## src/rtl/alu_pkg.sv

```systemverilog
// Shared constants for the ALU issue path:
// control codes, ALUOp encodings and R-type funct values.
package alu_pkg;

    localparam logic [3:0] CTRL_AND = 4'b0000;
    localparam logic [3:0] CTRL_OR  = 4'b0001;
    localparam logic [3:0] CTRL_ADD = 4'b0010;
    localparam logic [3:0] CTRL_SUB = 4'b0110;
    localparam logic [3:0] CTRL_SLT = 4'b0111;
    localparam logic [3:0] CTRL_NOR = 4'b1100;
    localparam logic [3:0] CTRL_EQ  = 4'b1111;

    localparam logic [1:0] OP_ADD   = 2'b00;
    localparam logic [1:0] OP_SUB   = 2'b01;
    localparam logic [1:0] OP_FUNCT = 2'b10;
    localparam logic [1:0] OP_EQ    = 2'b11;

    localparam logic [5:0] F_ADD = 6'b100000;
    localparam logic [5:0] F_SUB = 6'b100010;
    localparam logic [5:0] F_AND = 6'b100100;
    localparam logic [5:0] F_OR  = 6'b100101;
    localparam logic [5:0] F_NOR = 6'b100111;
    localparam logic [5:0] F_SLT = 6'b101010;

endpackage

```

## src/rtl/ALU_32.sv

```systemverilog
// Combinational 32-bit ALU with zero, carry and
// signed-overflow flags (carry/overflow for add/sub only).
module ALU_32
    import alu_pkg::*;
(
    input  logic [31:0] A,
    input  logic [31:0] B,
    input  logic [3:0]  ALU_ctrl,
    output logic [31:0] ALU_out,
    output logic        zero,
    output logic        carry_out,
    output logic        overflow
);

    logic [32:0] add_full;
    logic [32:0] sub_full;

    assign add_full = {1'b0, A} + {1'b0, B};
    assign sub_full = {1'b0, A} + {1'b0, ~B} + 33'd1;

    // Select the operation; flags default to 0 for logic ops.
    always_comb begin
        ALU_out   = 32'd0;
        carry_out = 1'b0;
        overflow  = 1'b0;
        case (ALU_ctrl)
            CTRL_AND: ALU_out = A & B;
            CTRL_OR:  ALU_out = A | B;
            CTRL_NOR: ALU_out = ~(A | B);
            CTRL_ADD: begin
                ALU_out   = add_full[31:0];
                carry_out = add_full[32];
                overflow  = (A[31] == B[31]) &&
                            (add_full[31] != A[31]);
            end
            CTRL_SUB: begin
                ALU_out   = sub_full[31:0];
                carry_out = sub_full[32];
                overflow  = (A[31] != B[31]) &&
                            (sub_full[31] != A[31]);
            end
            CTRL_SLT: ALU_out = {31'd0, $signed(A) < $signed(B)};
            CTRL_EQ:  ALU_out = {31'd0, A == B};
            default:  ALU_out = 32'd0;
        endcase
    end

    assign zero = (ALU_out == 32'd0);

endmodule

```

## src/rtl/alu_ctrl_decode.sv

```systemverilog
// Maps (ALUOp, funct) to the 4-bit ALU control code.
// Unknown funct values yield ctrl 0000 with illegal set.
module alu_ctrl_decode
    import alu_pkg::*;
(
    input  logic [1:0] alu_op,
    input  logic [5:0] funct,
    output logic [3:0] ctrl,
    output logic       illegal
);

    // Pure combinational decode; funct only matters for ALUOp 10.
    always_comb begin
        ctrl    = CTRL_AND;
        illegal = 1'b0;
        unique case (alu_op)
            OP_ADD: ctrl = CTRL_ADD;
            OP_SUB: ctrl = CTRL_SUB;
            OP_EQ:  ctrl = CTRL_EQ;
            default: begin
                case (funct)
                    F_ADD:   ctrl = CTRL_ADD;
                    F_SUB:   ctrl = CTRL_SUB;
                    F_AND:   ctrl = CTRL_AND;
                    F_OR:    ctrl = CTRL_OR;
                    F_NOR:   ctrl = CTRL_NOR;
                    F_SLT:   ctrl = CTRL_SLT;
                    default: illegal = 1'b1;
                endcase
            end
        endcase
    end

endmodule

```

## src/rtl/alu_issue_stage.sv

```systemverilog
// Two-stage issue/retire wrapper around ALU_32 with
// valid/ready on both sides and a completion counter.
module alu_issue_stage
    import alu_pkg::*;
#(
    parameter int WIDTH = 32,
    parameter int TAG_W = 4
) (
    input  logic             clk,
    input  logic             rst,
    input  logic             in_valid,
    output logic             in_ready,
    input  logic [1:0]       in_alu_op,
    input  logic [5:0]       in_funct,
    input  logic [WIDTH-1:0] in_a,
    input  logic [WIDTH-1:0] in_b,
    input  logic [TAG_W-1:0] in_tag,
    output logic             out_valid,
    input  logic             out_ready,
    output logic [WIDTH-1:0] out_result,
    output logic             out_zero,
    output logic             out_carry,
    output logic             out_overflow,
    output logic             out_illegal,
    output logic [TAG_W-1:0] out_tag,
    output logic [15:0]      out_count
);

    logic             s1_valid;
    logic [3:0]       s1_ctrl;
    logic [WIDTH-1:0] s1_a;
    logic [WIDTH-1:0] s1_b;
    logic [TAG_W-1:0] s1_tag;
    logic             s1_illegal;

    logic [3:0]       dec_ctrl;
    logic             dec_illegal;

    logic [31:0]      alu_out;
    logic             alu_zero;
    logic             alu_carry;
    logic             alu_ovf;

    logic             s2_load;
    logic             accept;
    logic             drain;

    assign s2_load  = s1_valid && (!out_valid || out_ready);
    assign in_ready = !s1_valid || s2_load;
    assign accept   = in_valid && in_ready;
    assign drain    = out_valid && out_ready;

    alu_ctrl_decode u_dec (
        .alu_op  (in_alu_op),
        .funct   (in_funct),
        .ctrl    (dec_ctrl),
        .illegal (dec_illegal)
    );

    ALU_32 u_alu (
        .A         (s1_a),
        .B         (s1_b),
        .ALU_ctrl  (s1_ctrl),
        .ALU_out   (alu_out),
        .zero      (alu_zero),
        .carry_out (alu_carry),
        .overflow  (alu_ovf)
    );

    // Issue register: load on accept, empty when S2 takes it.
    always_ff @(posedge clk or posedge rst) begin
        if (rst) begin
            s1_valid   <= 1'b0;
            s1_ctrl    <= '0;
            s1_a       <= '0;
            s1_b       <= '0;
            s1_tag     <= '0;
            s1_illegal <= 1'b0;
        end else if (accept) begin
            s1_valid   <= 1'b1;
            s1_ctrl    <= dec_ctrl;
            s1_a       <= in_a;
            s1_b       <= in_b;
            s1_tag     <= in_tag;
            s1_illegal <= dec_illegal;
        end else if (s2_load) begin
            s1_valid   <= 1'b0;
        end
    end

    // Retire register: capture ALU outputs, illegal ops read as zero.
    always_ff @(posedge clk or posedge rst) begin
        if (rst) begin
            out_valid    <= 1'b0;
            out_result   <= '0;
            out_zero     <= 1'b0;
            out_carry    <= 1'b0;
            out_overflow <= 1'b0;
            out_illegal  <= 1'b0;
            out_tag      <= '0;
        end else if (s2_load) begin
            out_valid    <= 1'b1;
            out_result   <= s1_illegal ? '0 : alu_out;
            out_zero     <= !s1_illegal && alu_zero;
            out_carry    <= !s1_illegal && alu_carry;
            out_overflow <= !s1_illegal && alu_ovf;
            out_illegal  <= s1_illegal;
            out_tag      <= s1_tag;
        end else if (drain) begin
            out_valid    <= 1'b0;
        end
    end

    // Count completed output handshakes, wrapping at 16 bits.
    always_ff @(posedge clk or posedge rst) begin
        if (rst) begin
            out_count <= 16'd0;
        end else if (drain) begin
            out_count <= out_count + 16'd1;
        end
    end

endmodule

```

## config.mk

```make
export PLATFORM = sky130hd
export DESIGN_NAME = alu_issue_stage
export DESIGN_NICKNAME = d
export VERILOG_FILES = /design/src/rtl/alu_pkg.sv /design/src/rtl/ALU_32.sv /design/src/rtl/alu_ctrl_decode.sv /design/src/rtl/alu_issue_stage.sv
export SDC_FILE = /design/constraint.sdc
export NUM_CORES = 1
export LEC_CHECK = 0
export ABC_AREA = 1
export BUFFER_PORTS_ARGS = -buffer_cell sky130_fd_sc_hd__buf_4
export CAP_MARGIN = 20
export CORE_ASPECT_RATIO = 0.75
export CORE_MARGIN = 2
export CORE_UTILIZATION = 55
export DETAILED_ROUTE_END_ITERATION = 7
export HOLD_SLACK_MARGIN = 0.15
export PLACE_DENSITY = 0.83
export SLEW_MARGIN = 5
export SYNTH_ARGS = -nofsm -noshare
export SYNTH_HDL_FRONTEND = slang
export SYNTH_SLANG_ARGS = --single-unit
```

## constraint.sdc

```tcl
create_clock -name clk -period 3.7 [get_ports clk]
set_input_delay 0.37 -clock clk [delete_from_list [all_inputs] [get_ports clk]]
set_output_delay 0.37 -clock clk [all_outputs]
set_load 0.02 [all_outputs]
```

==> run summary <==
status: complete, no violations
Setup CP Type: reg -> reg
Post-Synthesis Cells: 1837
Worst Tran Pin Value: 0.921 ns
first-pass GRT wire length: 62200 microns
slowest library cell on the worst path: fa_1
Initial DRT Pass Iterations: 6
Synth Area in Compound Gates: 0.118
Final GP Congestion: 1.04
CTS clk-pin slew, worst paths: 0.07 ns
Final Hold Fails: 0
relative max-transition margin: 0.384
Synth async-reset ratio: 1.00
internal power: 3.86 mW
Most used DFF post-synth: dfrtp_1
crit path to: out_zero
Pleak: 7.81 nW
pin count of the biggest net entering global routing: 91
clk_skew: 0.0179 ns
Final Critical Period: 3.13 ns
CP cell instances: ha_1 -> fa_1 -> nand2_1 -> nand3_1 -> nand3_1 -> nand2_2 -> nand2_1 -> nand2_1 -> nor2_1 -> nor2_1 -> nor2_1 -> nand2_1 -> nor2_1 -> nand3_1 -> nor2_1 -> nand3_1 -> nand2_1
Synth Area in XOR/XNOR: 0.0120
Yosys reg bits: 131
CTS max path bufs: 2
power density over the cells: 523 nW/um^2
post-synthesis mux area share: 0
crit path DAT: 3.52 ns
H-tree levels: 4
via count: 12671
part of the power in registers: 0.265
hold slack: 0.158 ns
Post-Synth Simple-Gate Area: 0.349
switching share of power: 0.472
initial core utilization: 0.556
Tcrit/Tclk final: 0.847
root buffer cell: clkbuf_16
row cnt: 46
DRT Wirelength: 40900 microns
number of DRC markers in iteration 0: 1262
max cap viols: 0
CTS sink count: 131
CP delay by family, top: simple AND/OR/NAND/NOR gates
R2R setup slack: 0.57 ns
syn avg cell area: 6.36 sq um
area grow syn2layout: 19.6%
final std cells w/o fill: 2299
layout cell share with drive strength beyond 1: 0.117
chip height: 130 microns
initial antenna violation count: 0
most common cell in the netlist: nand2_1
final setup vio count: 0
Core ar.: 21000 sq um
setup_tns: 0 ns
vias per cell: 5.51
power share of the combinational group: 0.501
max frequency: 0.319 GHz
clock share of power: 0.234
HP Class: in -> reg
post-route ant nets: 0
mapped cell area: 11700 sq um
IO buf count: 137
CP Max Fanout: 4
Post-Place Cells: 2214
Reg2Reg Depth: 17
total global routing overflow: 0
Synth Warn #: 0
most area-consuming cells after synthesis: dfrtp_1 28%, nand2_1 19%, ha_1 11%, inv_1 10%, nand3_1 6.0%
worst path required time: 4.09 ns
nets: 2181
clk_lat worst skew: 0.45 ns
CP Capture Type: flop
Max Slew Vio Count: 0
Inserted Diodes: 0
Die Area: 22400 sq um
WL/cell: 17.8 microns
Peak supply drop: 0.000441 V
Worst path max stage delay: 0.51 ns
Core Util, Final: 0.665
number of global-route vias before repair: 11622
worst reg2reg startpoint: s1_a[0]
half-perimeter wire length after placement: 31200 microns
most common library cells after synthesis: 576 x nand2_1, 311 x inv_1, 168 x nor2_1
Seq/Total Area, Yosys: 0.281
Die W: 172 microns
Startpoint Class: flop
Remaining DRCs: 0
Buf+Inv Stages, Crit Path: 0
Critical R2R Capture: out_zero
GR Util All Layers: 0.369
NetSw: 3.45 mW
critical path depth: 17
combinational family with the most area after synthesis: simple AND/OR/NAND/NOR gates
syn_nets: 2019
CTS tree: yes
cell taking the most area after synthesis: dfrtp_1
Worst Setup SP: s1_a[0]
Final Cell Area: 14000 sq um
CTS Buf Count: 17
I/O pin count: 138
RSZ-0062 raised after global routing: no
number of synthesized flops with an enable pin: 0
Adder-Cell Fraction of Synth Area: 0.111
Post-CTS Setup Repair Bufs: 0
post-synth top area share: 0.281
Distinct cells, synth: 43
Cell Area, Placed: 12900 sq um
kinds of logic (layout without fill, tap and decap cells):
logic type      after synthesis  after routing
flops                       131            131
xor+xnor                     16             16
fa+ha+maj                   102            102
compound gates              233            233
buf+inv                     383            557
simple gates                972            972
worst min path at each step:
stage,start,end,slack [ns],depth (start not counted)
after global placement,s1_tag[0],out_tag[0],0.45,2
after global routing,in_a[21],s1_a[21],0.16,3
after floorplan,s1_tag[0],out_tag[0],0.44,2
final,in_b[14],s1_b[14],0.16,3
after CTS,in_a[22],s1_a[22],0.15,3
after detailed placement,s1_tag[0],out_tag[0],0.47,2
power groups by stage:
stage	Clock (mW)	Combinational, mW	Sequential, mW
global route	1.76	4.02	1.97
finish	1.71	3.67	1.94
detailed placement	0	3.49	1.94
CTS	1.71	3.56	1.93
floorplan	0	2.21	2.07
global placement	0	3.45	1.93
layout make-up:
| type | count | area, sq um |
|---|---|---|
| Clock buffer | 20 | 437 |
| Clock inverter | 11 | 131 |
| Fill cell | 1852 | 7040 |
| Inverter | 325 | 1220 |
| Multi-Input combinational cell | 1323 | 6880 |
| Sequential cell | 131 | 3280 |
| Tap cell | 288 | 360 |
| Timing Repair Buffer | 201 | 1660 |
state kept, by name, summed over array words and instances, names as in the netlist:
signal        cells
out_carry         1
out_count        16
out_zero          1
out_valid         1
s1_b             32
out_overflow      1
s1_ctrl           4
s1_valid          1
s1_tag            4
s1_illegal        1
out_result       32
out_tag           4
out_illegal       1
s1_a             32
stage by stage:
| step | worst slack (ns) | total power, mW |
|---|---|---|
| 2_1_floorplan | 1.45 | 4.27 |
| 3_3_place_gp | 0.708 | 5.38 |
| 3_5_place_dp | 0.685 | 5.43 |
| 4_1_cts | 0.692 | 7.20 |
| 5_1_grt | 0.407 | 7.74 |
| 6_report | 0.567 | 7.31 |
repair_timing:
| item | CTS | global route |
|---|---|---|
| hold buffers | 54 | 0 |
| resized for setup | 0 | 0 |
| endpoints found under the hold margin | 158 | 0 |
worst register-to-register path, stage by stage, from the launching register on:
cell and delay [ns]:
dfrtp_1 0.39, ha_1 0.34, fa_1 0.51, nand2_1 0.13, nand3_1 0.14, nand3_1 0.14
nand2_2 0.10, nand2_1 0.07, nand2_1 0.07, nor2_1 0.08, nor2_1 0.05, nor2_1 0.37
nand2_1 0.10, nor2_1 0.12, nand3_1 0.09, nor2_1 0.21, nand3_1 0.11, nand2_1 0.07
routing by layer:
| layer | track usage | part of all wire | up-vias |
|---|---|---|---|
| met5 | 0 | 0 | - |
| met4 | 0.104 | 0.019 | 0 |
| met3 | 0.103 | 0.13 | 68 |
| met2 | 0.541 | 0.41 | 710 |
| met1 | 0.532 | 0.44 | 5830 |
| li1 | - | - | 6063 |
layout by cell type, fill, tap and decap left out, types with 3 or more instances in the layout:
cell / synthesis / final
dlygate4sd3_1: 0 / 54
inv_1: 311 / 310
clkbuf_1: 22 / 3
o21ai_1: 8 / 8
a21oi_2: 3 / 3
nand3_1: 140 / 140
xor2_1: 7 / 7
buf_4: 7 / 146
nand4_1: 18 / 18
and2_1: 4 / 4
nand3_2: 4 / 4
clkinvlp_4: 0 / 7
o21ai_0: 105 / 105
o21bai_1: 6 / 6
nor3_2: 6 / 6
nor2_2: 11 / 10
a22o_1: 18 / 18
nand3b_1: 3 / 3
nor3_1: 17 / 17
xnor2_1: 9 / 9
nand2_1: 576 / 576
nor2_1: 168 / 168
a21oi_1: 61 / 61
o221ai_1: 4 / 4
dfrtp_1: 131 / 131
nand2_2: 20 / 20
a221oi_1: 18 / 18
inv_2: 13 / 13
ha_1: 100 / 100
clkbuf_16: 0 / 17
(Power assumes the default switching activity.)
